[config.mk]
export PLATFORM = sky130hd
export DESIGN_NAME = btb_controller
export DESIGN_NICKNAME = d
export VERILOG_FILES = /design/src/rtl/btb_controller.sv
export SDC_FILE = /design/constraint.sdc
export NUM_CORES = 1
export LEC_CHECK = 0
export BUFFER_PORTS_ARGS = -buffer_cell sky130_fd_sc_hd__buf_2
export CAP_MARGIN = 10
export CORE_ASPECT_RATIO = 1.5
export CORE_MARGIN = 4
export CORE_UTILIZATION = 56
export CTS_CLUSTER_DIAMETER = 40
export DETAILED_ROUTE_END_ITERATION = 12
export PLACE_DENSITY = 0.76
export SLEW_MARGIN = 20
export SYNTH_ARGS = -nofsm -noshare
export SYNTH_HDL_FRONTEND = slang
export SYNTH_SLANG_ARGS = --single-unit
export TNS_END_PERCENT = 1
[constraint.sdc]
create_clock -name clk -period 3.3 [get_ports clk]
set_input_delay 0.33 -clock clk [delete_from_list [all_inputs] [get_ports clk]]
set_output_delay 0.33 -clock clk [all_outputs]
set_load 0.05 [all_outputs]
[src/rtl/btb_controller.sv]
// rtl/btb_controller.sv - branch target buffer with a single shared table port
// Lookups are serviced in IDLE; updates do a read-modify-write over UPD_RD/UPD_WR.
module btb_controller #(
    parameter int ADDR_WIDTH = 16,
    parameter int INDEX_BITS = 4
) (
    input  logic                  clk,
    input  logic                  reset,
    input  logic                  lookup_req,
    input  logic [ADDR_WIDTH-1:0] lookup_pc,
    output logic                  lookup_ready,
    output logic                  pred_valid,
    output logic                  pred_taken,
    output logic [ADDR_WIDTH-1:0] pred_target,
    input  logic                  update_req,
    input  logic [ADDR_WIDTH-1:0] update_pc,
    input  logic [ADDR_WIDTH-1:0] update_target,
    input  logic                  update_taken,
    output logic                  update_ack
);

    localparam int ENTRIES  = 1 << INDEX_BITS;
    localparam int TAG_BITS = ADDR_WIDTH - INDEX_BITS;

    typedef enum logic [1:0] {IDLE, UPD_RD, UPD_WR} state_e;

    typedef struct packed {
        logic                  valid;
        logic [TAG_BITS-1:0]   tag;
        logic [ADDR_WIDTH-1:0] target;
        logic [1:0]            ctr;
    } entry_t;

    entry_t                table_q [ENTRIES];
    entry_t                hold_q, hold_d;
    entry_t                rd_entry, wr_entry;
    state_e                state_q, state_d;
    logic                  fair_q, fair_d;
    logic                  pred_valid_q, pred_valid_d;
    logic                  pred_taken_q, pred_taken_d;
    logic [ADDR_WIDTH-1:0] pred_target_q, pred_target_d;
    logic [INDEX_BITS-1:0] acc_idx;
    logic                  tbl_we;
    logic                  lk_hit;
    logic                  upd_hit;

    // One access port: IDLE reads for the lookup, update states use the update index.
    assign acc_idx  = (state_q == IDLE) ? lookup_pc[INDEX_BITS-1:0] : update_pc[INDEX_BITS-1:0];
    assign rd_entry = table_q[acc_idx];
    assign lk_hit   = rd_entry.valid && (rd_entry.tag == lookup_pc[ADDR_WIDTH-1:INDEX_BITS]);
    assign upd_hit  = hold_q.valid && (hold_q.tag == update_pc[ADDR_WIDTH-1:INDEX_BITS]);

    always_comb begin
        wr_entry = hold_q;
        if (upd_hit) begin
            if (update_taken) begin
                wr_entry.ctr    = (hold_q.ctr == 2'd3) ? 2'd3 : hold_q.ctr + 2'd1;
                wr_entry.target = update_target;
            end else begin
                wr_entry.ctr = (hold_q.ctr == 2'd0) ? 2'd0 : hold_q.ctr - 2'd1;
            end
        end else begin
            wr_entry.valid  = 1'b1;
            wr_entry.tag    = update_pc[ADDR_WIDTH-1:INDEX_BITS];
            wr_entry.target = update_target;
            wr_entry.ctr    = update_taken ? 2'd2 : 2'd1;
        end
    end

    always_comb begin
        state_d       = state_q;
        fair_d        = fair_q;
        hold_d        = hold_q;
        lookup_ready  = 1'b0;
        update_ack    = 1'b0;
        tbl_we        = 1'b0;
        pred_valid_d  = 1'b0;
        pred_taken_d  = pred_taken_q;
        pred_target_d = pred_target_q;
        case (state_q)
            IDLE: begin
                if (update_req && !(fair_q && lookup_req)) begin
                    state_d = UPD_RD;
                end else begin
                    lookup_ready = 1'b1;
                    if (lookup_req) begin
                        fair_d       = 1'b0;
                        pred_valid_d = 1'b1;
                        if (lk_hit && rd_entry.ctr[1]) begin
                            pred_taken_d  = 1'b1;
                            pred_target_d = rd_entry.target;
                        end else begin
                            pred_taken_d  = 1'b0;
                            pred_target_d = lookup_pc + ADDR_WIDTH'(1);
                        end
                    end
                end
            end
            UPD_RD: begin
                hold_d  = rd_entry;
                state_d = UPD_WR;
            end
            UPD_WR: begin
                tbl_we     = 1'b1;
                update_ack = !reset;
                if (lookup_req) begin
                    fair_d = 1'b1;
                end
                state_d = IDLE;
            end
            default: state_d = IDLE;
        endcase
    end

    always_ff @(posedge clk) begin
        if (reset) begin
            state_q       <= IDLE;
            fair_q        <= 1'b0;
            hold_q        <= '0;
            pred_valid_q  <= 1'b0;
            pred_taken_q  <= 1'b0;
            pred_target_q <= '0;
            for (int i = 0; i < ENTRIES; i++) begin
                table_q[i].valid  <= 1'b0;
                table_q[i].tag    <= '0;
                table_q[i].target <= '0;
                table_q[i].ctr    <= 2'd1;
            end
        end else begin
            state_q       <= state_d;
            fair_q        <= fair_d;
            hold_q        <= hold_d;
            pred_valid_q  <= pred_valid_d;
            pred_taken_q  <= pred_taken_d;
            pred_target_q <= pred_target_d;
            if (tbl_we) begin
                table_q[acc_idx] <= wr_entry;
            end
        end
    end

    assign pred_valid  = pred_valid_q;
    assign pred_taken  = pred_taken_q;
    assign pred_target = pred_target_q;

endmodule

# Word-level counts from Yosys, hierarchy flattened
# Memories as Yosys holds them, arrays and structs flattened.
# Index checks and enable logic that the tools add are counted.
# word_totals
out_inout_bits,20
ram_bits,496
inputBits,53
ff_bits,52
n_memories,1
wordCells,67
# memory_table
memory,words,width,rd,rd_ports_with_merged_regs,write_ports,line_no,source
table_q,16,31,1,0,16,34,entry_t table_q [ENTRIES];
# classes
muxes,29
add_sub_neg,3
n_eq_ne,9
n_bitwise,2
reduce_logical,14
# op_table
operator,count
$mux 16,2
$mux 31,1
$reduce_or 31->1,1
$eq 12x12->1,2
$mux 18,1
$add 16x1->16 const B,1
$mux 1,15
$mux 13,1
$mux 2,5
$mux 4,2
$ne 2x2->1 const B,3
$logic_and 1x1->1,5
$eq 2x2->1 const B,2
$logic_not 2->1,2
$pmux 2 s2,1
$reduce_and 4->1,1
$reduce_and 3->1,1
$reduce_or 3->1,1
$add 2x1->2 const B,1
$eq 2x1->1 const B,1
$logic_not 1->1,2
$ne 2x1->1 const B,1
$not 1->1,2
$pmux 1 s2,1
2 further kinds,2

# Logic depth before layout (Yosys ltp)
# Gate-level depths: netlist of run 1.
# logic_depth
depth_word,7
mapped_depth,16
ltp_nobuf,10

# Worst setup path before layout of run 1
# OpenSTA, ideal clock, no wires.
# synth_timing
path_type,register to register
startpoint,register state_q[1]
endpoint,memory table_q[12][0] (netlist name) (enable)
synth_period_minus_slack_ns,3.465
t_required_ns,2.907
t_arrival_ns,3.072
n_path_buf,5
slack_ns,-0.165
setup_ns,0.393
path_stages_with_launch,10
path_cell_list,dfxtp_1 -> buf_2 -> or4_1 -> o31ai_1 -> buf_2 -> buf_1 -> buf_1 -> clkbuf_1 -> nand2_1 -> nand2b_1
# synth_lines
item,line_no,source
from (decl),37,"state_e state_q, state_d;"
from (signal assigned),130,state_q <= state_d;
to (decl),34,

# Worst setup path in the final report of run 1
# layout_timing
startpoint,register state_q[0]
endpoint,register pred_target_q[2] (netlist: pred_target[2])
# layout_between
elab_chain_len,7
elab_cells_between_ends,8
cone_classes,eq/ne (1); mux (2); reduce/logical (4); memory (1)
# layout_rtl
item,line_no,source
$logic_not 2->1 (*),"48, 80",
$mux 4,48,assign acc_idx = (state_q == IDLE) ? lookup_pc[INDEX_BITS-1:0] : update_pc[INDEX_BITS-1:0];
$mem_v2 16x31,--,
$eq 12x12->1,50,assign lk_hit = rd_entry.valid && (rd_entry.tag == lookup_pc[ADDR_WIDTH-1:INDEX_BITS]);
$logic_and 1x1->1,50,
$logic_and 1x1->1,89,if (lk_hit && rd_entry.ctr[1]) begin
$mux 16,89,
to (signal assigned),135,pred_target_q <= pred_target_d;
to (decl),41,"logic [ADDR_WIDTH-1:0] pred_target_q, pred_target_d;"
# Mark *: on every way between the ends. The rest lies on a longest branch, timed or not.
# A chain may end at the register's enable or synchronous reset.

==> results of run 1 <==
-- power groups by stage --
stage	clock (W)	sequential (W)	combinational (W)
global placement	0	0.00802	0.00153
floorplan	0	0.00805	0.000826
CTS	0.00604	0.00788	0.00162
detailed placement	0	0.00803	0.00156
global route	0.00633	0.00790	0.00175
finish	0.00604	0.00789	0.00169
-- layout make-up --
cell class / count / area (sq um)
inverter: 22 / 82.6
timing repair buffer: 219 / 1870
clock buffer: 67 / 1410
tap: 558 / 698
multi-input combinational: 1198 / 7080
fill: 2998 / 14000
antenna: 3 / 7.51
sequential: 548 / 15900
clock inverter: 29 / 310
-- state kept, by name, indices dropped and copies added (netlist names) --
register / count
fair_q: 1
pred_target: 16
table_q: 496
pred_valid: 1
state_q: 2
hold_q: 31
pred_taken: 1
-- cells in the final DEF, fill, tap and decap left out, drive strengths merged, types with 3 or more instances in the layout --
master / instances
nand2: 52
o22ai: 98
or3: 3
o21ai: 57
nand2b: 22
nand4: 19
mux2i: 18
a221o: 5
dfxtp: 52
a21oi: 87
nor3: 5
diode: 3
xor2: 27
and3: 194
o31ai: 3
clkinv: 15
xnor2: 11
buf: 217
a22oi: 144
bufinv: 5
nor4: 25
a22o: 4
o21a: 7
o31a: 3
nor2b: 7
nor2: 343
nand3b: 9
clkinvlp: 4
a211oi: 19
clkbuf: 68
edfxtp: 496
nand3: 10
o311ai: 9
a221oi: 4
inv: 27
-- kinds of logic after synthesis --
kind of cell             after synthesis  share of synthesized area [%]
XOR/XNOR                              38                           1.41
AND/OR/NAND/NOR                      697                           14.4
multiplexers                          18                          0.764
AO/OA/AOI/OAI                        440                           12.2
buffers and inverters                206                           3.64
adder cells (fa/ha/maj)                1                         0.0530
flip-flops                           548                           67.5
-- metal layers --
| metal | share of wire [%] | wire length, um | track usage, % |
|---|---|---|---|
| met5 | 0 | 0 | 0 |
| met4 | 7.2 | 5310 | 20.1 |
| met3 | 10 | 7740 | 5.27 |
| met2 | 50 | 37400 | 54.5 |
| met1 | 32 | 23600 | 37.1 |
-- path summary, 6_finish.rpt --
path,endpoint,slack [ps],cells past startpoint
worst max-delay path,pred_target[2]$_SDFFE_PP0P_,30,13
worst min-delay path,state_q[0]$_SDFFE_PP0N_,90,4
worst max register to register,pred_target[2]$_SDFFE_PP0P_,30,13
worst min register to register,pred_target[14]$_SDFFE_PP0P_,480,1
-- synthesized netlist by cell type (all sizes together), types with 2 or more instances --
cell type  count  area share [%]
edfxtp       496              63
nor2         343             5.5
and3         194             5.1
a22oi        144             4.6
clkbuf       129             2.1
o22ai         98             2.7
a21oi         87             1.8
o21ai         56             1.2
buf           55             1.2
dfxtp         52             4.4
nand2         52            0.83
xor2          27             1.0
nor4          25            0.73
inv           22            0.35
nand2b        22            0.58
a211oi        19            0.60
nand4         19            0.53
mux2i         18            0.76
xnor2         11            0.41
nand3         10            0.21
nand3b         9            0.29
o311ai         9            0.33
nor2b          7            0.19
o21a           6            0.19
a221o          5            0.21
nor3           5            0.11
a221oi         4            0.15
a22o           4            0.15
or3            3           0.080
a211o          2           0.074
nor3b          2           0.064
o211ai         2           0.064
o31a           2           0.074
o31ai          2           0.064
or2            2           0.053
or4b           2           0.085
-- metrics by stage --
step	instance area, sq um	worst slack, ps	utilization (%)
5_1_grt	27400	-38.4	66.1
3_3_place_gp	25300	-177	61.1
4_1_cts	27200	15.7	65.7
3_5_place_dp	25300	-252	61.1
6_report	27400	34.2	66.1
2_1_floorplan	23600	-158	-
-- worst reg2reg max path, stage by stage, from the launching register on --
cell     delay [ps]
dfxtp_2         380
or4b_4          550
o21a_4          180
buf_12          170
o22ai_2         220
o21ai_0         140
nand4_1         170
xor2_2          200
nand4_1         180
nor4_4          330
buf_6           170
buf_12          120
nor4_1           50
a221o_1         290
-- what timing repair did --
item | in CTS | in global routing
gates resized for setup | 12 | 14
gates cloned | 4 | 1
pin swaps | 7 | 10
hold endpoints to repair | 1 | 0
endpoints found under the setup margin | 17 | 16
hold buffers | 1 | 0
setup buffers | 5 | 8
==> impl_metrics.yaml, run 1 <==
outcome:
  status: "finished clean"
critical_path:
  crit_path_max_incr_delay_ps: 550
  crit_path_start_kind: "flop"
  timing.rr.start: "state_q[0]$_SDFFE_PP0N_"
  path_class: "reg2reg"
  cp_data_required_time_ps: 3770
  crit_fanout: 24
  cp_data_arrival_time_ps: 3740
  cp-end-kind: "flop"
  cp_cell_sequence: "or4b_4, o21a_4, buf_12, o22ai_2, o21ai_0, nand4_1, xor2_2, nand4_1, nor4_4, buf_6, buf_12, nor4_1, a221o_1"
  crit_start: "state_q[0]$_SDFFE_PP0N_"
  crit_buf_inv: 3
  crit_slowest_cell: "or4b_4"
  critPathTopFamily: "simple AND/OR/NAND/NOR gates"
pwr:
  p_int_w: 0.0118
  seqPwrFrac_pct: 50.5
  swShare_pct: 24.8
  comb_power_share_pct: 10.8
  power_density_nw_per_um2: 570
  peakVddDrop_mv: 0.497
  finalPower_w: 0.0156
  clkPwrFrac_pct: 38.7
  p_leak_nw: 10.4
  p_switching_w: 0.00387
clocking:
  clkTransAtPathRegs_ps: 60
  clk-insertion-delay-late_ps: 600
  root_buffer: "clkbuf_16"
  clock_sinks: 548
  cts_buffers: 51
  cts_max_path_buffers: 3
  htree_levels: 2
  cts_tree: "yes"
route:
  antenna_left: 0
  drtIter0Drc: 2844
  first_pass_iters: 6
  wire_per_inst_um: 28.0
  vias: 17800
  vias_per_cell: 6.72
  wl_um: 74100
  remaining_drc_errors: 0
timing:
  finalSetupViolations: 0
  final.setup.tns_ps: 0
  fmax_mhz: 306
  period_needed_ps: 3270
  holdWs_ps: 92.5
  slew_headroom_pct: 46.1
  worstMarginPinSlew_ps: 809
  slew_violations: 0
  hold_viol: 0
  min_period_over_period_pct: 99.0
  clock_skew_ps: 26.9
floorplan:
  fp.dieArea_sq_um: 45600
  coreArea_sq_um: 41400
  die_w_um: 176
  num_rows: 91
  start_util_pct: 56.9
  io_pins: 73
  die_h_um: 259
logic_synthesis:
  synth_seq_cells: 548
  netlist_area_sq_um: 23600
  yosysSeqAreaShare_pct: 67.5
  synth_flop_cell: "edfxtp_1"
  async_flop_share_pct: 0
  yosysWarnings: 0
  syn_avg_cell_area_sq_um: 12.1
  syn-num-nets: 2002
  ys_types: 48
  synth_cells: 1948
  synth_edf_count: 496
final_layout:
  drive_above_1_share_pct: 17.0
  nets: 2094
  finalNonFillerCells: 2644
  area_delta_synth_final_pct: 16.1
grt:
  antenna_found_initial: 1
  grt-ovfl-total: 0
  gr-usage-all-layers_pct: 31.8
  grt_pass1_vias: 17500
  grt_start_max_net_pins: 94
  grt_pass1_wl_um: 108000
job:
  max_cap_viol_count: 0
placement:
  io_buffer_count: 72
  post-dp-hpwl_um: 44400
  dpl.cell_count: 2526
  gp_congestion: 0.896
hold_path:
  min_from: "lookup_req"
  hold_path_class: "in2reg"
Power figures use the tool's default switching activity.
==> inputs of run 2 (changes only) <==
--- a/config.mk
+++ b/config.mk
@@ -5,14 +5,14 @@
 export SDC_FILE = /design/constraint.sdc
 export NUM_CORES = 1
 export LEC_CHECK = 0
-export BUFFER_PORTS_ARGS = -buffer_cell sky130_fd_sc_hd__buf_2
 export CAP_MARGIN = 10
 export CORE_ASPECT_RATIO = 1.5
 export CORE_MARGIN = 4
-export CORE_UTILIZATION = 56
+export CORE_UTILIZATION = 57
 export CTS_CLUSTER_DIAMETER = 40
 export DETAILED_ROUTE_END_ITERATION = 12
-export PLACE_DENSITY = 0.76
+export DONT_BUFFER_PORTS = 1
+export PLACE_DENSITY = 0.75
 export SLEW_MARGIN = 20
 export SYNTH_ARGS = -nofsm -noshare
 export SYNTH_HDL_FRONTEND = slang
==> impl_metrics.yaml, run 2 (synthesis gave the netlist of run 1 again) <==
floorplan:
  coreArea_sq_um: 41000
  io_pins: 73
  start_util_pct: 57.6
  die_w_um: 174
  fp.dieArea_sq_um: 44800
  die_h_um: 257
  num_rows: 91
critical_path:
  crit_fanout: 11
  timing.rr.end: "pred_target[2]$_SDFFE_PP0P_"
  reg2reg_depth: 13
  cp-end-kind: "flop"
  crit_slowest_cell: "or4b_4"
  timing.rr.start: "state_q[0]$_SDFFE_PP0N_"
  cp_cell_sequence: "or4b_4, o21a_4, buf_4, o22ai_1, o21ai_0, nand4_1, xor2_2, nand4_1, nor4_4, buf_4, buf_12, nor4_1, a221o_1"
  cp-endpoint: "pred_target[2]$_SDFFE_PP0P_"
  ff2ff_setup_slack_ps: 40
  crit_start: "state_q[0]$_SDFFE_PP0N_"
  path_class: "reg2reg"
  cp_data_arrival_time_ps: 3740
  crit_path_max_incr_delay_ps: 560
  crit_path_start_kind: "flop"
  cp_data_required_time_ps: 3780
job:
  max_cap_viol_count: 0
timing:
  finalSetupViolations: 0
  slew_violations: 0
  slew_headroom_pct: 45.7
  hold_viol: 0
  final.setup.tns_ps: 0
  worstMarginPinSlew_ps: 807
  period_needed_ps: 3260
  clock_skew_ps: 31.3
  min_period_over_period_pct: 98.8
  fmax_mhz: 307
outcome:
  status: "finished clean"
pwr:
  power_density_nw_per_um2: 586
  peakVddDrop_mv: 0.470
  p_leak_nw: 10.3
final_layout:
  multi_input_area_sq_um: 7130
  largest_reg_flops: 496
  drive_above_1_share_pct: 15.4
  final_cell_area_sq_um: 27400
  regArea_sq_um: 15900
  top_register: "table_q"
  final_common_cell: "edfxtp_1"
  nets: 2048
  n_antenna_cell: 0
  fillerInstances: 2812
  mostFrequentLayoutCells: "edfxtp_1, nor2_1, and3_1"
  final_core_util_pct: 66.9
  area_delta_synth_final_pct: 16.1
  finalNonFillerCells: 2550
grt:
  grt-ovfl-total: 0
  antenna_found_initial: 0
  grt_pass1_wl_um: 105000
  grt_pass1_vias: 17400
  grt_start_max_net_pins: 82
  gr-usage-all-layers_pct: 31.1
clocking:
  cts_tree: "yes"
  htree_levels: 2
  cts_max_path_buffers: 3
  clock_sinks: 548
  root_buffer: "clkbuf_16"
  clkTransAtPathRegs_ps: 70
  cts_buffers: 53
  clk-insertion-delay-late_ps: 600
route:
  first_pass_iters: 8
  remaining_drc_errors: 0
  vias: 17500
  drtIter0Drc: 2705
  vias_per_cell: 6.88
  antenna_left: 0
  wl_um: 72700
  wire_per_inst_um: 28.5
placement:
  dpl.cell_count: 2396
  place_area_sq_um: 24700
  post-dp-hpwl_um: 43100
  io_buffer_count: 0
  gp_congestion: 0.930
hold_path:
  hold_path_class: "in2reg"
==> run 2: where the power goes <==
part           switching [W]  leakage, nW  internal (W)  total (W)
Sequential          0.000140         5.49       0.00779    0.00793
Combinational        0.00108         3.95      0.000551    0.00163
Clock                0.00262        0.915       0.00388    0.00650
==> run 2: repair_timing <==
action | CTS | global route
pin swaps | 6 | 26
setup buffers | 8 | 25
endpoints found under the setup margin | 15 | 23
resized for setup | 3 | 55
hold endpoints to repair | 237 | 0
gates cloned | 1 | 4
hold buffers | 16 | 0
==> run 2: per-stage QoR <==
stage | hold slack, ps | total power, W | setup WS (ps)
after floorplan | 454 | 0.00887 | -158
after global placement | 412 | 0.00942 | -29.4
after detailed placement | 414 | 0.00946 | -115
after CTS | 7.10 | 0.0159 | 3.55
after global routing | 19.0 | 0.0165 | -39.3
final | 6.94 | 0.0161 | 40.4
==> run 2: how the worst min path moves through the flow <==
stage	from	endpoint	cells past startpoint
after global routing	update_pc[14]	table_q[1][28]$_SDFFCE_PN0P_	1
after detailed placement	reset	hold_q[5]$_SDFFE_PP0N_	1
after CTS	update_pc[14]	table_q[13][28]$_SDFFCE_PN0P_	1
after global placement	reset	hold_q[6]$_SDFFE_PP0N_	1
after floorplan	update_req	state_q[0]$_SDFFE_PP0N_	2
final	update_pc[14]	table_q[13][28]$_SDFFCE_PN0P_	1
==> run 2: layout make-up <==
cell class	instances	share of cell area, %
Multi-Input combinational cell	1195	26.0
Inverter	22	0.301
Timing Repair Buffer	174	6.26
Tap cell	511	2.33
Clock inverter	29	1.47
Clock buffer	71	5.42
Sequential cell	548	58.2
==> run 2: per-layer routing <==
metal / track usage [%] / wire length [um]
met4: 19.7 / 5930
met2: 53.2 / 36200
met5: 0 / 0
met3: 4.44 / 7830
met1: 37.1 / 22700
==> run 2: worst max-delay path: cells and delay by family, from the launching register on <==
family                 cells  cell delay, ps
AO/OA/AOI/OAI              4             770
flip-flops                 1             370
XOR/XNOR                   1             210
AND/OR/NAND/NOR            5            1300
buffers and inverters      3             480
==> inputs of run 3 (changes only) <==
--- a/config.mk
+++ b/config.mk
@@ -6,13 +6,14 @@
 export NUM_CORES = 1
 export LEC_CHECK = 0
 export CAP_MARGIN = 10
-export CORE_ASPECT_RATIO = 1.5
+export CORE_ASPECT_RATIO = 1.2
 export CORE_MARGIN = 4
 export CORE_UTILIZATION = 57
 export CTS_CLUSTER_DIAMETER = 40
 export DETAILED_ROUTE_END_ITERATION = 12
 export DONT_BUFFER_PORTS = 1
 export PLACE_DENSITY = 0.75
+export SETUP_SLACK_MARGIN = 0.3
 export SLEW_MARGIN = 20
 export SYNTH_ARGS = -nofsm -noshare
 export SYNTH_HDL_FRONTEND = slang
==> impl_metrics.yaml, run 3 (synthesis gave the netlist of run 1 again) <==
critical_path:
  cp_cell_sequence: "or2_4, o21a_2, buf_4, o22ai_1, o21ai_0, nand4_1, xor2_1, nand4_1, nor4_4, buf_4, bufbuf_16, buf_4, o311ai_1"
  crit_fanout: 14
  crit_path_start_kind: "flop"
  crit_slowest_cell: "dfxtp_4"
  crit_path_max_incr_delay_ps: 360
  cp_data_required_time_ps: 3740
  cp-end-kind: "flop"
  reg2reg_depth: 13
  ff2ff_setup_slack_ps: 50
  cp_data_arrival_time_ps: 3690
  path_class: "reg2reg"
  path_common_cell: "buf_4"
floorplan:
  coreArea_sq_um: 40800
  start_util_pct: 57.8
  die_w_um: 194
  fp.dieArea_sq_um: 44700
  num_rows: 81
  io_pins: 73
  die_h_um: 231
final_layout:
  nets: 2067
  final_cell_area_sq_um: 27900
  final_common_cell: "edfxtp_1"
  largest_reg_flops: 496
  top_register: "table_q"
  regArea_sq_um: 15900
  mostFrequentLayoutCells: "edfxtp_1, nor2_1, and3_1"
  drive_above_1_share_pct: 16.4
  fillerInstances: 2734
  multi_input_area_sq_um: 7170
  area_delta_synth_final_pct: 18.3
placement:
  gp_congestion: 0.916
  place_area_sq_um: 25000
  dp_slack_ps: -214
  io_buffer_count: 0
  post-dp-hpwl_um: 44100
grt:
  grt-ovfl-total: 0
  grt_start_max_net_pins: 49
  grt_pass1_wl_um: 111000
  antenna_found_initial: 1
  gr-usage-all-layers_pct: 32.8
  grt_pass1_vias: 17800
clocking:
  clk-insertion-delay-late_ps: 590
  clkTransAtPathRegs_ps: 60
  root_buffer: "clkbuf_16"
  cts_max_path_buffers: 3
  htree_levels: 3
  cts_buffers: 68
  cts_tree: "yes"
  clock_sinks: 548
timing:
  final.setup.tns_ps: 0
  slew_headroom_pct: 36.6
  min_period_over_period_pct: 98.6
  holdWs_ps: 11.8
  worstMarginPinSlew_ps: 942
  fin_ws_ps: 46.6
  clock_skew_ps: 20.5
  period_needed_ps: 3250
  hold_viol: 0
  slew_violations: 0
  fmax_mhz: 307
  finalSetupViolations: 0
  rsz0062_at_grt: "yes"
job:
  max_cap_viol_count: 0
pwr:
  power_density_nw_per_um2: 610
  peakVddDrop_mv: 0.540
  finalPower_w: 0.0170
  p_leak_nw: 10.6
route:
  wire_per_inst_um: 28.9
  drtIter0Drc: 2452
  remaining_drc_errors: 0
  antenna_left: 0
  first_pass_iters: 8
  wl_um: 75100
  vias_per_cell: 6.88
  vias: 17900
hold_path:
  hold_path_depth: 1
  hold_path_class: "in2reg"
outcome:
  status: "finished clean"
## run 3: changes by cell type in the layout (fill, tap and decap cells not counted), moves of 3 or more
cell,change
clkbuf_16,+11
inv_6,+7
buf_6,+5
clkinv_1,+5
buf_12,+4
nor4_2,+4
buf_4,-3
clkbuf_1,-3
clkbuf_8,-3
nor4_1,-3
## run 3: area by class of cell
cell class,count,share of cell area (%)
repair buffers,177,6.43
inverters,22,0.296
multi-input cells,1196,25.7
clock inverters,43,1.74
diodes,1,0.00897
flip-flops and latches,548,57.1
well taps,539,2.42
clock buffers,78,6.30
## run 3: layer usage
metal  vias to the layer above  global-route usage [%]  share of wire (%)
met1                      8671                    39.9                 33
met2                      1466                    54.4                 49
li1                       7477                       -                  -
met5                         -                       0                  0
met4                         0                    20.3                6.9
met3                       305                    6.35                 11
## run 3: what timing repair did
item / 4_1_cts / 5_1_grt
hold buffers: 16 / 0
endpoints found under the hold margin: 227 / 0
pin swaps: 27 / 8
resized for setup: 48 / 16
setup buffers: 21 / 1
endpoints found under the setup margin: 24 / 25
cloned: 4 / 0
## run 3: worst paths after layout
path | from | to
worst min-delay path | update_pc[11] | table_q[3][25]$_SDFFCE_PN0P_
worst max-delay path | state_q[1]$_SDFFE_PP0N_ | pred_target[6]$_SDFFE_PP0P_
worst max register to register | state_q[1]$_SDFFE_PP0N_ | pred_target[6]$_SDFFE_PP0P_
worst min register to register | hold_q[2]$_SDFFE_PP0N_ | hold_q[2]$_SDFFE_PP0N_
## run 3: stage by stage
step / utilization [%] / instances
6_report: 68.3 / 2604
5_1_grt: 68.3 / 2604
4_1_cts: 68.1 / 2602
3_5_place_dp: 61.2 / 2440
3_3_place_gp: 61.1 / 2440
2_1_floorplan: - / 1948
## run 3: power breakdown
group	total [W]	internal, W	switching (W)	leakage, nW
clock	0.00744	0.00450	0.00294	1.09
combinational	0.00164	0.000546	0.00109	4.00
sequential	0.00794	0.00780	0.000147	5.49
## run 3: worst max-delay path, delay by kind of cell (launching register included)
kind                      cells  cell delay [ps]
and+or+nand+nor               4              970
AOI/OAI and AO/OA             4              860
buffers and inverters         4              770
DFF                           1              360
xor gates and xnor gates      1              170
